## src/rtl/ntt_bitrev_stream_pkg.sv

```systemverilog
`default_nettype none
// ============================================================================
// Module : ntt_pkg
// Brief  : Shared bank state encoding and index bit-reversal helper.
// Rev    : 1.0
// ============================================================================
package ntt_pkg;

    localparam int c_MAX_LOG_N = 10;

    typedef enum logic [1:0] {
        EMPTY    = 2'd0,
        FILLING  = 2'd1,
        FULL     = 2'd2,
        DRAINING = 2'd3
    } bank_state_e;

    // Reverse the full maximum-width index, then shift down so that only the
    // low log_n bits end up reversed among themselves.
    function automatic logic [c_MAX_LOG_N-1:0] bitrev(input logic [c_MAX_LOG_N-1:0] idx,
                                                      input int log_n);
        logic [c_MAX_LOG_N-1:0] r;
        for (int i = 0; i < c_MAX_LOG_N; i++) begin
            r[i] = idx[c_MAX_LOG_N-1-i];
        end
        return r >> (c_MAX_LOG_N - log_n);
    endfunction

endpackage
`default_nettype wire

```

## src/rtl/ntt_bitrev_bank_ctrl.sv

```systemverilog
`default_nettype none
// ============================================================================
// Module : ntt_bitrev_bank_ctrl
// Brief  : Per-bank lifecycle state plus the output-order mode latched at fill start.
// Rev    : 1.0
// ============================================================================
module ntt_bitrev_bank_ctrl
    import ntt_pkg::*;
(
    input  logic        clk,
    input  logic        rst_n,
    input  logic        i_wr_first,
    input  logic        i_wr_last,
    input  logic        i_cfg_mode,
    input  logic        i_rd_first,
    input  logic        i_rd_last,
    output bank_state_e o_state,
    output logic        o_mode
);

    always_ff @(posedge clk or negedge rst_n) begin
        if (!rst_n) begin
            o_state <= EMPTY;
            o_mode  <= 1'b0;
        end else begin
            case (o_state)
                EMPTY: begin
                    if (i_wr_first) begin
                        o_state <= FILLING;
                        o_mode  <= i_cfg_mode;
                    end
                end
                FILLING:  if (i_wr_last)  o_state <= FULL;
                FULL:     if (i_rd_first) o_state <= DRAINING;
                DRAINING: if (i_rd_last)  o_state <= EMPTY;
                default:  o_state <= EMPTY;
            endcase
        end
    end

endmodule
`default_nettype wire

```

## src/rtl/ntt_bitrev_stream.sv

```systemverilog
`default_nettype none
// ============================================================================
// Module : ntt_bitrev_stream
// Brief  : Ping-pong frame buffer emitting N-word frames in bit-reversed or natural order.
// Rev    : 1.0
// ============================================================================
module ntt_bitrev_stream
    import ntt_pkg::*;
#(
    parameter int DATA_W = 8,
    parameter int LOG_N  = 3
) (
    input  logic              clk,
    input  logic              rst_n,
    input  logic              cfg_bitrev,
    input  logic              in_valid,
    output logic              in_ready,
    input  logic [DATA_W-1:0] in_data,
    input  logic              in_last,
    output logic              out_valid,
    input  logic              out_ready,
    output logic [DATA_W-1:0] out_data,
    output logic              out_last,
    output logic              frame_err
);

    localparam int               c_N    = 1 << LOG_N;
    localparam logic [LOG_N-1:0] c_LAST = '1;

    logic [DATA_W-1:0] r_mem [2][c_N];
    logic              r_in_en;
    logic              r_wr_bank;
    logic              r_rd_bank;
    logic [LOG_N-1:0]  r_wr_cnt;
    logic [LOG_N-1:0]  r_rd_cnt;

    bank_state_e       w_state [2];
    logic              w_mode  [2];
    logic              w_wr_fire;
    logic              w_wr_end;
    logic              w_rd_end;
    logic              w_load;
    logic [LOG_N-1:0]  w_rd_idx;

    for (genvar b = 0; b < 2; b++) begin : g_bank
        ntt_bitrev_bank_ctrl u_ctrl (
            .clk        (clk),
            .rst_n      (rst_n),
            .i_wr_first (w_wr_fire && (r_wr_bank == 1'(b)) && (r_wr_cnt == '0)),
            .i_wr_last  (w_wr_fire && (r_wr_bank == 1'(b)) && w_wr_end),
            .i_cfg_mode (cfg_bitrev),
            .i_rd_first (w_load && (r_rd_bank == 1'(b)) && (r_rd_cnt == '0)),
            .i_rd_last  (w_load && (r_rd_bank == 1'(b)) && w_rd_end),
            .o_state    (w_state[b]),
            .o_mode     (w_mode[b])
        );
    end

    // r_in_en keeps in_ready low through reset and for the release cycle.
    assign in_ready  = r_in_en && ((w_state[r_wr_bank] == EMPTY) ||
                                   (w_state[r_wr_bank] == FILLING));
    assign w_wr_fire = in_valid && in_ready;
    assign w_wr_end  = (r_wr_cnt == c_LAST);
    assign w_rd_end  = (r_rd_cnt == c_LAST);
    assign w_load    = ((w_state[r_rd_bank] == FULL) || (w_state[r_rd_bank] == DRAINING)) &&
                       (!out_valid || out_ready);
    assign w_rd_idx  = w_mode[r_rd_bank] ?
                       LOG_N'(bitrev(c_MAX_LOG_N'(r_rd_cnt), LOG_N)) : r_rd_cnt;

    always_ff @(posedge clk) begin
        if (w_wr_fire) begin
            r_mem[r_wr_bank][r_wr_cnt] <= in_data;
        end
    end

    always_ff @(posedge clk or negedge rst_n) begin
        if (!rst_n) begin
            r_in_en   <= 1'b0;
            r_wr_bank <= 1'b0;
            r_rd_bank <= 1'b0;
            r_wr_cnt  <= '0;
            r_rd_cnt  <= '0;
            out_valid <= 1'b0;
            out_data  <= '0;
            out_last  <= 1'b0;
            frame_err <= 1'b0;
        end else begin
            r_in_en <= 1'b1;
            if (w_wr_fire) begin
                r_wr_cnt <= r_wr_cnt + 1'b1;
                if (w_wr_end) begin
                    r_wr_bank <= ~r_wr_bank;
                end
                // Frame boundaries come from the count; in_last is only audited.
                if (in_last != w_wr_end) begin
                    frame_err <= 1'b1;
                end
            end
            if (w_load) begin
                out_valid <= 1'b1;
                out_data  <= r_mem[r_rd_bank][w_rd_idx];
                out_last  <= w_rd_end;
                r_rd_cnt  <= r_rd_cnt + 1'b1;
                if (w_rd_end) begin
                    r_rd_bank <= ~r_rd_bank;
                end
            end else if (out_ready) begin
                out_valid <= 1'b0;
            end
        end
    end

endmodule
`default_nettype wire

```

## config.mk

```make
export PLATFORM = sky130hd
export DESIGN_NAME = ntt_bitrev_stream
export DESIGN_NICKNAME = d
export VERILOG_FILES = /design/src/rtl/ntt_bitrev_stream_pkg.sv /design/src/rtl/ntt_bitrev_bank_ctrl.sv /design/src/rtl/ntt_bitrev_stream.sv
export SDC_FILE = /design/constraint.sdc
export NUM_CORES = 1
export LEC_CHECK = 0
export ABC_AREA = 1
export BUFFER_PORTS_ARGS = -buffer_cell sky130_fd_sc_hd__buf_2
export CORE_MARGIN = 5
export CORE_UTILIZATION = 40
export DETAILED_ROUTE_END_ITERATION = 12
export PLACE_DENSITY_LB_ADDON = 0.12
export SETUP_SLACK_MARGIN = 0.3
export SYNTH_ARGS = -nofsm -noshare
export SYNTH_HDL_FRONTEND = slang
export SYNTH_HIERARCHICAL = 1
export SYNTH_SLANG_ARGS = --single-unit
```

## constraint.sdc

```tcl
create_clock -name clk -period 1.8 [get_ports clk]
set_clock_uncertainty 0.1 [all_clocks]
set_input_delay 0.54 -clock clk [delete_from_list [all_inputs] [get_ports clk]]
set_output_delay 0.54 -clock clk [all_outputs]
set_load 0.01 [all_outputs]
```

==> impl_metrics.csv <==
group,metric,value,unit
pwr,p_leak,4.13,nW
clocking,cts_num_sinks,154,
routing,route.final.wire_length,20600,um
critical_path,r2r-end,"r_mem[1][3]",
critical_path,worst-path-max-fanout,8,
synthesis,ys_top_cells_by_count,"sky130_fd_sc_hd__nand2_1, sky130_fd_sc_hd__edfxtp_1, sky130_fd_sc_hd__nand3_1",
critical_path,critical_path_depth,8,
die,placeableCoreArea,17100,um^2
sta,max_slew.worst_pin.slew,622,ps
synthesis,post_synth_instance_area,6910,um^2
critical_path,timing.reg2reg.worst_path_depth,8,
synthesis,synth_top_cell_by_area,"sky130_fd_sc_hd__edfxtp_1",
die,dieWidth,141,um
routing,drtAntennaViolNets,0,
global_routing,globalRouteMet2Util,34.4,%
placement,dpl.hpwl,11600,um
status,outcome,"finished with violations",
clocking,cts.clk_slew.worst_paths,60,ps
synthesis,postSynth.asyncResetShare,16.9,%
sta,timing.final.max_slew_violations,0,
sta,final.setup.worst_slack,-140,ps
critical_path,max_incr_delay_on_cp,390,ps
critical_path,timing.rr.start,"r_wr_bank",
synthesis,gate_count_of_the_mapped_netlist,643,
synthesis,postSynthNetCount,671,
placement,placement.io_buffers,25,
critical_path,critical-path-top-delay-family,"simple AND/OR/NAND/NOR gates",
synthesis,cell_with_the_most_instances_after_synthesis,"sky130_fd_sc_hd__nand2_1",
global_routing,overall_global_routing_usage,20.3,%
pwr,irDropWorstVdd,0.00108,V
routing,drcViolationCount,0,
pwr,internal_power,11.0,mW
routing,average_wire_per_standard_cell,20.8,um
global_routing,grt_first_pass_wirelength,30200,um
clocking,postCtsHoldBufs,0,
job,timing.max_cap.violations,0,
pwr,seq_power_share,25.0,%
critical_path,sum_of_buffers_and_inverters_on_the_critical_path,1,
clocking,cts-htree-levels,4,
pwr,netSwitchingPower,7.39,mW
pwr,pwr_density_cell,1810,nW/um^2
die,num_rows,48,
clocking,clock_latency,430,ps
pwr,power_frac_comb,55.0,%
critical_path,worst_setup_path_endpoint,"r_mem[1][3]",
sta,finalHoldViolations,0,
synthesis,ys_dominant_reg_cell,"sky130_fd_sc_hd__edfxtp_1",
finish,utilization_after_layout,59.2,%
routing,detail_route.first_pass.iterations,5,
placement,gp_congestion,0.880,
finish,area_growth,46.6,%
global_routing,grt_pass1_vias,5137,
global_routing,grt_start_max_net_pins,27,
routing,first_iter_violations,377,
clocking,cts_tree,"done",
finish,fraction_of_layout_instances_using_a_drive_strength_above_1,43.7,%
status,failing_checks,"setup timing",
critical_path,critical_path.startpoint_type,"register",
sta,fin_tns_setup,-10490,ps
clocking,cts-root-buf,"sky130_fd_sc_hd__clkbuf_16",
min_path,tightest_hold_check_type,"primary input to asynchronous set/reset pin",
synthesis,ys_seq_elements,154,
synthesis,synth_edf_count,128,
critical_path,worstSetupPathType,"register to register",
critical_path,timing.critical_path.to_type,"register",
critical_path,timing.critical_path.required,1800,ps
global_routing,antenna_found_initial,0,
sta,report.final.setup_viol,121,
sta,timing.fmax,0.516,GHz
die,design.portCount,26,
synthesis,post_synth.cell_area_avg,10.7,um^2
routing,dr_total_vias,5177,
clocking,clockBufferDepth,2,
global_routing,overflow,0,
synthesis,most_area_consuming_cells_after_synthesis,"sky130_fd_sc_hd__edfxtp_1, sky130_fd_sc_hd__dfrtp_1, sky130_fd_sc_hd__nand2_1",
global_routing,grt_util_met3,4.18,%
finish,nets,779,
sta,final.period_utilization,108,%
synthesis,synth.yosys.warnings,6,
critical_path,critical_path.cell_chain,"nand2_1 -> nand2_2 -> a21oi_4 -> buf_6 -> nand2_8 -> nor2_4 -> nand2_2 -> nor2_4",
critical_path,critical-path-slowest-cell,"sky130_fd_sc_hd__dfrtp_1",
pwr,clock_power_share,20.0,%
sta,grt_setup_unrepaired,"true",
die,dieArea,20000,um^2
sta,fin_crit,1940,ps
finish,number_of_antenna_repair_diodes,0,
pwr,power_switching_share,40.2,%
synthesis,yosys.cell_types.count,33,
routing,vias_per_cell,5.23,
global_routing,gr_busiest_metal,"met2",
die,initial_standard_cell_utilization_of_the_core,40.4,%
synthesis,yosysSeqAreaShare,65.1,%
critical_path,r2r_slack,-140,ps
critical_path,critical_path.startpoint,"r_wr_bank",
clocking,cts_inserted_buffers,17,
sta,max_transition_margin,58.6,%
global_routing,grt_use_met1,26.5,%
synthesis,synth_top_area_share,55.6,%
critical_path,worst-endpoint-arrival,1940,ps
die,die_height,141,um
power groups by stage:
stage                     Combinational (mW)  Clock [mW]  Sequential, mW
after floorplan                         3.58           0            4.61
after global placement                  5.61           0            4.60
after detailed placement                5.65           0            4.62
after CTS                               7.89        3.69            4.57
after global routing                    10.7        3.86            4.62
final                                   10.1        3.67            4.59
per-layer routing:
layer | vias to the layer above | wire length (um)
met5 | - | 0
met4 | 0 | 686
met3 | 45 | 1350
met2 | 219 | 10000
met1 | 2515 | 8510
li1 | 2398 | -
cell usage in the layout, fill, tap and decap left out, types with 2 or more instances in the layout:
| cell | synthesis | layout |
|---|---|---|
| sky130_fd_sc_hd__clkbuf_8 | 0 | 2 |
| sky130_fd_sc_hd__nand3_4 | 0 | 12 |
| sky130_fd_sc_hd__xor2_1 | 3 | 2 |
| sky130_fd_sc_hd__nand2_4 | 0 | 22 |
| sky130_fd_sc_hd__a21boi_1 | 0 | 5 |
| sky130_fd_sc_hd__edfxtp_1 | 128 | 128 |
| sky130_fd_sc_hd__and2_1 | 0 | 6 |
| sky130_fd_sc_hd__a21oi_4 | 1 | 2 |
| sky130_fd_sc_hd__a21boi_2 | 0 | 8 |
| sky130_fd_sc_hd__buf_12 | 0 | 16 |
| sky130_fd_sc_hd__buf_4 | 4 | 37 |
| sky130_fd_sc_hd__clkbuf_1 | 5 | 3 |
| sky130_fd_sc_hd__clkbuf_16 | 0 | 25 |
| sky130_fd_sc_hd__or2_2 | 10 | 6 |
| sky130_fd_sc_hd__nand3_2 | 0 | 57 |
| sky130_fd_sc_hd__a31oi_1 | 2 | 2 |
| sky130_fd_sc_hd__nand2_2 | 2 | 22 |
| sky130_fd_sc_hd__buf_16 | 0 | 8 |
| sky130_fd_sc_hd__ha_1 | 14 | 14 |
| sky130_fd_sc_hd__o21ai_2 | 1 | 10 |
| sky130_fd_sc_hd__inv_1 | 42 | 41 |
| sky130_fd_sc_hd__and2_0 | 24 | 15 |
| sky130_fd_sc_hd__nor2_2 | 2 | 5 |
| sky130_fd_sc_hd__nand2_1 | 168 | 121 |
| sky130_fd_sc_hd__inv_4 | 1 | 4 |
| sky130_fd_sc_hd__o21ai_1 | 1 | 6 |
| sky130_fd_sc_hd__a21oi_1 | 4 | 3 |
| sky130_fd_sc_hd__or2_4 | 0 | 4 |
| sky130_fd_sc_hd__buf_8 | 0 | 5 |
| sky130_fd_sc_hd__a21boi_4 | 0 | 2 |
| sky130_fd_sc_hd__mux2i_1 | 8 | 8 |
| sky130_fd_sc_hd__and2_4 | 0 | 3 |
| sky130_fd_sc_hd__buf_2 | 18 | 23 |
| sky130_fd_sc_hd__nand2_8 | 0 | 5 |
| sky130_fd_sc_hd__nand3_1 | 93 | 24 |
| sky130_fd_sc_hd__nor2_1 | 44 | 21 |
| sky130_fd_sc_hd__nor2_4 | 0 | 20 |
| sky130_fd_sc_hd__buf_6 | 1 | 22 |
| sky130_fd_sc_hd__dfrtp_1 | 26 | 25 |
stage by stage:
stage / power [mW] / instances / setup WS [ps] / area, um^2 / hold WS (ps)
floorplan: 8.19 / 643 / 65.8 / 7120 / 144
global placement: 10.2 / 901 / -105 / 7710 / 355
detailed placement: 10.3 / 901 / -75.7 / 7710 / 363
CTS: 16.2 / 970 / -135 / 9330 / 36.5
global route: 19.2 / 989 / -212 / 10100 / 66.4
finish: 18.4 / 989 / -140 / 10100 / 24.6
cell families after synthesis:
family          synth area share [%]
flops                           65.1
mux                             1.36
compound gates                  3.84
other cells                   0.0543
buf+inv                         4.76
fa+ha+maj                       2.54
xor+xnor                       0.507
simple gates                    21.9
how the worst min path moves through the flow:
stage / start / to / slack (ps) / cells after the start
5_1_grt: rst_n / out_data[5] / 70 / 1
4_1_cts: rst_n / out_data[4] / 40 / 1
6_report: rst_n / out_data[1] / 20 / 1
3_3_place_gp: out_last / out_last / 350 / 2
2_1_floorplan: rst_n / frame_err / 140 / 0
3_5_place_dp: out_data[3] / out_data[3] / 360 / 2
cell type report:
class,count,area [um^2]
sequential,154,4500
timing repair buffer,116,1380
timing repair inverter,1,11.3
clock inverter,7,72.6
inverter,46,203
multi-input combinational,415,3140
tap,225,282
fill,1355,6990
clock buffer,25,539
repair_timing:
action / in CTS / in global routing
setup endpoints to repair: 159 / 162
setup buffers: 26 / 12
cloned: 11 / 7
pin swaps: 47 / 58
gates resized for setup: 161 / 113
endpoints found under the hold margin: 0 / 0
flip-flops by register name, summed over array words and instances, names as in the netlist:
signal,cells
r_wr_bank,1
g_bank.u_ctrl/o_state,4
frame_err,1
r_mem,128
r_rd_cnt,3
r_rd_bank,1
out_valid,1
r_wr_cnt,3
r_in_en,1
g_bank.u_ctrl/o_mode,2
out_data,8
out_last,1
Note: power is estimated with default switching activity, not from simulation.
